--- src/rtl/uart_frame_pkg.sv ---
// Frame layout shared by the register transmitter and the peer frame receiver.
// Sync preamble, then payload bytes little-endian with a trailing flags byte.
package uart_frame_pkg;

  localparam int unsigned PREAMBLE_LEN  = 4;
  localparam logic [7:0]  PREAMBLE_BYTE = 8'hFF;
  localparam int unsigned PAYLOAD_BYTES = 10;
  localparam int unsigned FRAME_BYTES   = PREAMBLE_LEN + PAYLOAD_BYTES;

  // Payload-relative byte offsets
  localparam logic [3:0] PL_X_LO  = 4'd0;
  localparam logic [3:0] PL_X_HI  = 4'd1;
  localparam logic [3:0] PL_Y_LO  = 4'd2;
  localparam logic [3:0] PL_Y_HI  = 4'd3;
  localparam logic [3:0] PL_XB_LO = 4'd4;
  localparam logic [3:0] PL_XB_HI = 4'd5;
  localparam logic [3:0] PL_YB_LO = 4'd6;
  localparam logic [3:0] PL_YB_HI = 4'd7;
  localparam logic [3:0] PL_HP    = 4'd8;
  localparam logic [3:0] PL_FLAGS = 4'd9;

  // Absolute frame indices
  localparam logic [3:0] IDX_X_LO  = 4'(PREAMBLE_LEN) + PL_X_LO;
  localparam logic [3:0] IDX_X_HI  = 4'(PREAMBLE_LEN) + PL_X_HI;
  localparam logic [3:0] IDX_Y_LO  = 4'(PREAMBLE_LEN) + PL_Y_LO;
  localparam logic [3:0] IDX_Y_HI  = 4'(PREAMBLE_LEN) + PL_Y_HI;
  localparam logic [3:0] IDX_XB_LO = 4'(PREAMBLE_LEN) + PL_XB_LO;
  localparam logic [3:0] IDX_XB_HI = 4'(PREAMBLE_LEN) + PL_XB_HI;
  localparam logic [3:0] IDX_YB_LO = 4'(PREAMBLE_LEN) + PL_YB_LO;
  localparam logic [3:0] IDX_YB_HI = 4'(PREAMBLE_LEN) + PL_YB_HI;
  localparam logic [3:0] IDX_HP    = 4'(PREAMBLE_LEN) + PL_HP;
  localparam logic [3:0] IDX_FLAGS = 4'(PREAMBLE_LEN) + PL_FLAGS;

  // Flags byte bit positions
  localparam int unsigned TANK_HIT      = 0;
  localparam int unsigned DIR_ENEMY_LSB = 1;
  localparam int unsigned DIR_ENEMY_MSB = 3;
  localparam int unsigned DIR_TANK_LSB  = 4;
  localparam int unsigned DIR_TANK_MSB  = 5;
  localparam int unsigned OBST_HIT      = 6;

  typedef enum logic [2:0] {
    ST_IDLE,
    ST_LOAD,
    ST_ISSUE,
    ST_WAIT,
    ST_DONE
  } txd_state_e;

  function automatic logic [7:0] pack_flags(
    input logic       tank_hit,
    input logic [2:0] dir_enemy,
    input logic [1:0] dir_tank,
    input logic       obst_hit
  );
    logic [7:0] f;
    f = 8'h00;
    f[TANK_HIT] = tank_hit;
    f[DIR_ENEMY_MSB:DIR_ENEMY_LSB] = dir_enemy;
    f[DIR_TANK_MSB:DIR_TANK_LSB] = dir_tank;
    f[OBST_HIT] = obst_hit;
    return f;
  endfunction

endpackage

--- src/rtl/register_txd.sv ---
// Frame transmitter: snapshots local game state and feeds one
// preamble-led frame byte by byte into the UART TX core.
module register_txd #(
  parameter int unsigned PREAMBLE_LEN  = uart_frame_pkg::PREAMBLE_LEN,
  parameter logic [7:0]  PREAMBLE_BYTE = uart_frame_pkg::PREAMBLE_BYTE
) (
  input  logic        clk,
  input  logic        rst_n,
  input  logic        send_req,
  input  logic [15:0] X_tank_pos,
  input  logic [15:0] Y_tank_pos,
  input  logic [9:0]  xpos_bullet,
  input  logic [9:0]  ypos_bullet,
  input  logic [7:0]  HP_state,
  input  logic [2:0]  direction_for_enemy,
  input  logic        tank_hit,
  input  logic [1:0]  direction_tank,
  input  logic        obstacle_hit,
  input  logic        tx_done,
  output logic        tx_start,
  output logic [7:0]  tx_data,
  output logic        busy,
  output logic        frame_sent
);
  import uart_frame_pkg::*;

  localparam logic [3:0] PRE_LEN  = 4'(PREAMBLE_LEN);
  localparam logic [3:0] LAST_IDX =
    4'(PREAMBLE_LEN + PAYLOAD_BYTES - 1);

  txd_state_e  state_q;
  logic [3:0]  idx_q;
  logic        pend_q;

  logic [15:0] x_q;
  logic [15:0] y_q;
  logic [9:0]  xb_q;
  logic [9:0]  yb_q;
  logic [7:0]  hp_q;
  logic [7:0]  flags_q;

  logic        tx_start_q;
  logic [7:0]  tx_data_q;
  logic        busy_q;
  logic        frame_sent_q;

  logic [3:0]  idx_d;
  logic [3:0]  pl;
  logic [7:0]  byte_d;

  // Index of the byte about to be issued: 0 from LOAD, +1 from WAIT
  assign idx_d = (state_q == ST_WAIT) ? idx_q + 4'd1 : 4'd0;
  assign pl    = idx_d - PRE_LEN;

  always_comb begin
    byte_d = PREAMBLE_BYTE;
    if (idx_d >= PRE_LEN) begin
      case (pl)
        PL_X_LO:  byte_d = x_q[7:0];
        PL_X_HI:  byte_d = x_q[15:8];
        PL_Y_LO:  byte_d = y_q[7:0];
        PL_Y_HI:  byte_d = y_q[15:8];
        PL_XB_LO: byte_d = xb_q[7:0];
        PL_XB_HI: byte_d = {6'b0, xb_q[9:8]};
        PL_YB_LO: byte_d = yb_q[7:0];
        PL_YB_HI: byte_d = {6'b0, yb_q[9:8]};
        PL_HP:    byte_d = hp_q;
        PL_FLAGS: byte_d = flags_q;
        default:  byte_d = 8'h00;
      endcase
    end
  end

  always_ff @(posedge clk or negedge rst_n) begin
    if (!rst_n) begin
      state_q      <= ST_IDLE;
      idx_q        <= 4'd0;
      pend_q       <= 1'b0;
      x_q          <= 16'h0000;
      y_q          <= 16'h0000;
      xb_q         <= 10'h000;
      yb_q         <= 10'h000;
      hp_q         <= 8'h00;
      flags_q      <= 8'h00;
      tx_start_q   <= 1'b0;
      tx_data_q    <= 8'h00;
      busy_q       <= 1'b0;
      frame_sent_q <= 1'b0;
    end else begin
      tx_start_q   <= 1'b0;
      frame_sent_q <= 1'b0;
      if (send_req && state_q != ST_IDLE) begin
        pend_q <= 1'b1;
      end
      case (state_q)
        ST_IDLE: begin
          if (send_req || pend_q) begin
            state_q <= ST_LOAD;
            busy_q  <= 1'b1;
            pend_q  <= 1'b0;
            x_q     <= X_tank_pos;
            y_q     <= Y_tank_pos;
            xb_q    <= xpos_bullet;
            yb_q    <= ypos_bullet;
            hp_q    <= HP_state;
            flags_q <= pack_flags(tank_hit,
                                  direction_for_enemy,
                                  direction_tank,
                                  obstacle_hit);
          end
        end
        ST_LOAD: begin
          idx_q      <= idx_d;
          state_q    <= ST_ISSUE;
          tx_start_q <= 1'b1;
          tx_data_q  <= byte_d;
        end
        ST_ISSUE: begin
          if (idx_q > LAST_IDX) begin
            state_q <= ST_IDLE;
            busy_q  <= 1'b0;
          end else begin
            state_q <= ST_WAIT;
          end
        end
        ST_WAIT: begin
          if (idx_q > LAST_IDX) begin
            state_q <= ST_IDLE;
            busy_q  <= 1'b0;
          end else if (tx_done) begin
            if (idx_q == LAST_IDX) begin
              state_q      <= ST_DONE;
              frame_sent_q <= 1'b1;
            end else begin
              idx_q      <= idx_d;
              state_q    <= ST_ISSUE;
              tx_start_q <= 1'b1;
              tx_data_q  <= byte_d;
            end
          end
        end
        ST_DONE: begin
          state_q <= ST_IDLE;
          busy_q  <= 1'b0;
        end
        default: begin
          state_q <= ST_IDLE;
          busy_q  <= 1'b0;
        end
      endcase
    end
  end

  assign tx_start   = tx_start_q;
  assign tx_data    = tx_data_q;
  assign busy       = busy_q;
  assign frame_sent = frame_sent_q;

endmodule

--- config.mk ---
export PLATFORM = sky130hd
export DESIGN_NAME = register_txd
export DESIGN_NICKNAME = d
export VERILOG_FILES = /design/src/rtl/uart_frame_pkg.sv /design/src/rtl/register_txd.sv
export SDC_FILE = /design/constraint.sdc
export NUM_CORES = 1
export LEC_CHECK = 0
export ABC_AREA = 1
export BUFFER_PORTS_ARGS = -buffer_cell sky130_fd_sc_hd__buf_2
export CORE_ASPECT_RATIO = 1.2
export CORE_MARGIN = 2
export CORE_UTILIZATION = 51
export DETAILED_ROUTE_END_ITERATION = 6
export PLACE_DENSITY_LB_ADDON = 0.15
export SKIP_LAST_GASP = 1
export SYNTH_ARGS = -nofsm -noshare
export SYNTH_HDL_FRONTEND = slang
export SYNTH_SLANG_ARGS = --single-unit
--- constraint.sdc ---
create_clock -name clk -period 3.09 [get_ports clk]
set_input_delay 0.618 -clock clk [delete_from_list [all_inputs] [get_ports clk]]
set_output_delay 0.618 -clock clk [all_outputs]
set_load 0.02 [all_outputs]
==> flow_metrics.env <==
export IMPL_status="completed"
export IMPL_postRouteWirelength_mm=10.4
export IMPL_final_area_um2=4860
export IMPL_hold_buffers=0
export IMPL_die_area_um2=8980
export IMPL_dr_pass1_iters=5
export IMPL_p_comb_share_pct=34.1
export IMPL_synth_ff_latch_count=86
export IMPL_cts_tree="done"
export IMPL_clk_pin_slew_worst_paths_ns=0.08
export IMPL_ys_top_cells_by_count="207 x nand2_1, 99 x nand3_1, 86 x dfrtp_1"
export IMPL_hpwl_mm=7.35
export IMPL_synthArstFlopShare_pct=100
export IMPL_fin_crit_ns=2.40
export IMPL_grt_pass1_wl_mm=16.8
export IMPL_gp_congestion=0.900
export IMPL_cts_buffer_depth=2
export IMPL_startpoint="idx_q[0]"
export IMPL_synth_top_cells_by_area="dfrtp_1 51%, nand2_1 19%, nand3_1 12%"
export IMPL_clkLatencyLatePin_ns=0.36
export IMPL_cts_buffers=9
export IMPL_vias_per_cell=5.24
export IMPL_worstPathRequired_ns=3.34
export IMPL_rr_startpoint="idx_q[0]"
export IMPL_power_frac_clock_pct=20.4
export IMPL_drtIter0Drc=260
export IMPL_syn_inst=547
export IMPL_grt_max_degree=87
export IMPL_relSlewSlack_pct=27.0
export IMPL_netlist_area_leader_share_pct=51.3
export IMPL_finalCritPeriodShare_pct=77.5
export IMPL_ant_nets=0
export IMPL_initial_utilization_pct=52.1
export IMPL_rsz0062_at_grt="false"
export IMPL_root_buffer="clkbuf_8"
export IMPL_peakVddDrop_mv=0.444
export IMPL_std_cell_rows=36
export IMPL_power_density_nw_per_um2=859
export IMPL_drt_wirelength_per_cell_um=14.4
export IMPL_htreeDepth=3
export IMPL_die_w_um=86.8
export IMPL_post_cts_resized=0
export IMPL_cts_sinks=86
export IMPL_n_antenna_cell=0
export IMPL_worst_ep_arrival_time_ns=2.64
export IMPL_core_region_area_um2=8060
export IMPL_ys_flop_type="dfrtp_1"
export IMPL_post_cts_setup_buffers=0
export IMPL_setup_viol=0
export IMPL_place_area_um2=4660
export IMPL_port_buffers=81
export IMPL_drv_cap=0
export IMPL_final_nets=694
export IMPL_area_delta_synth_final_pct=15.9
export IMPL_tns_ns=0
export IMPL_p_switching_uw=1690
export IMPL_fin_skew_ns=0.0101
export IMPL_yosysMostFrequentCell="nand2_1"
export IMPL_worst_pin_slew_ns=1.09
export IMPL_grt_overflow=0
export IMPL_die_h_um=103
export IMPL_hp_class="primary input to asynchronous set/reset pin"
export IMPL_drv_slew=0
export IMPL_boundaryPins=82
export IMPL_track_usage_pct=24.3
export IMPL_internal_power_uw=2480
export IMPL_synth_edf_count=0
export IMPL_final_layout_size_suffix_gt1_share_pct=19.4
export IMPL_synth_top_area_cell="dfrtp_1"
export IMPL_yosys_warnings=0
export IMPL_seq_area_frac_synth_pct=51.3
export IMPL_worst_slack_ns=0.695
export IMPL_critPathKind="flip-flop to flip-flop"
export IMPL_synth_nets=621
export IMPL_power_switching_share_pct=40.6
export IMPL_drc=0
export IMPL_syn_area_um2=4200
export IMPL_grt_pass1_vias=3475
export IMPL_antenna_found_initial=0
export IMPL_crit_fanout=52
export IMPL_critPathLaunchType="flip-flop"
export IMPL_power_leakage_uw=0.00262
export IMPL_synth_area_per_cell_um2=7.67
export IMPL_synthDistinctLibCells=26
export IMPL_fmax_mhz=417
export IMPL_hold_violations=0
export IMPL_vias=3771
export IMPL_pwr_share_seq_pct=45.4
export IMPL_end_kind="flip-flop"
export IMPL_pre_cts_slack_ns=0.707
-- power by group through the flow --
stage	registers (uW)	logic (uW)	clock network, uW
4_1_cts	1890	1450	859
6_report	1900	1430	854
3_3_place_gp	1910	1410	0
2_1_floorplan	1840	1070	0
3_5_place_dp	1910	1450	0
5_1_grt	1950	1660	903
-- sequential cells by signal, summed over array words and instances (netlist names) --
register    cells
x_q            16
state_q         3
xb_q           10
y_q            16
pend_q          1
yb_q           10
busy            1
idx_q           4
tx_data         8
hp_q            8
frame_sent      1
tx_start        1
flags_q         7
-- routing by layer --
metal / wire [um] / vias to the layer above / global-route usage (%)
met5: 0 / - / 0
met2: 4990 / 104 / 38.4
met4: 154 / 0 / 7.69
met3: 525 / 16 / 5.24
met1: 4710 / 1763 / 33.6
li1: - / 1888 / -
-- path summary, 6_finish.rpt --
path,to,slack [ns],cells past startpoint
setup / recovery,yb_q[7],0.69,11
hold / removal,pend_q,0.45,1
setup reg to reg,yb_q[7],0.69,11
hold reg to reg,flags_q[0],0.48,2
max in group asynchronous,tx_data[5],1.93,1
min in group clk,xb_q[7],0.47,3
-- worst max-delay path, cell delays in order (launching register included) --
cell,delay [ns]
dfrtp_1,0.50
inv_1,0.15
ha_1,0.24
nor3_2,0.21
nand2_1,0.09
nand3_1,0.10
nand3_1,0.11
inv_2,0.08
nand2_2,0.31
buf_12,0.32
nor2_1,0.11
a21oi_1,0.05
-- final cells by class --
class	count	area, um^2
fill	770	3200
sequential	86	2150
multi-input combinational	405	1820
timing repair buffer	85	450
clock buffer	10	128
inverter	33	124
tap	95	119
clock inverter	5	75.1
-- metrics by stage --
step / instances / hold slack, ns / power, uW / util, %
2_1_floorplan: 547 / 0.322 / 2910 / -
3_3_place_gp: 704 / 0.455 / 3320 / 57.8
3_5_place_dp: 704 / 0.460 / 3360 / 57.8
4_1_cts: 719 / 0.472 / 4200 / 60.3
5_1_grt: 719 / 0.481 / 4500 / 60.3
6_report: 719 / 0.450 / 4180 / 60.3
-- placed cells by master, fill, tap and decap left out, types with 2 or more instances in the layout --
cell,n
buf_4,4
nand3_1,99
dfrtp_1,86
a21oi_1,11
buf_2,80
nor3_1,4
ha_1,3
nor2_1,44
nor2_2,5
nand4_1,3
and3_1,2
inv_2,3
bufinv_16,2
inv_1,30
clkinv_2,3
nand2_1,207
clkbuf_8,9
nor2_4,3
o21ai_0,11
or2_2,5
-- cell families after synthesis --
logic type	count (synthesis)	share of synthesized area (%)
AND/OR/NAND/NOR	378	39.3
flip-flops	86	51.3
AO/OA/AOI/OAI	24	2.95
buffers and inverters	56	5.63
adder cells (fa/ha/maj)	3	0.894
No activity file was read; power rests on OpenSTA's default activity.
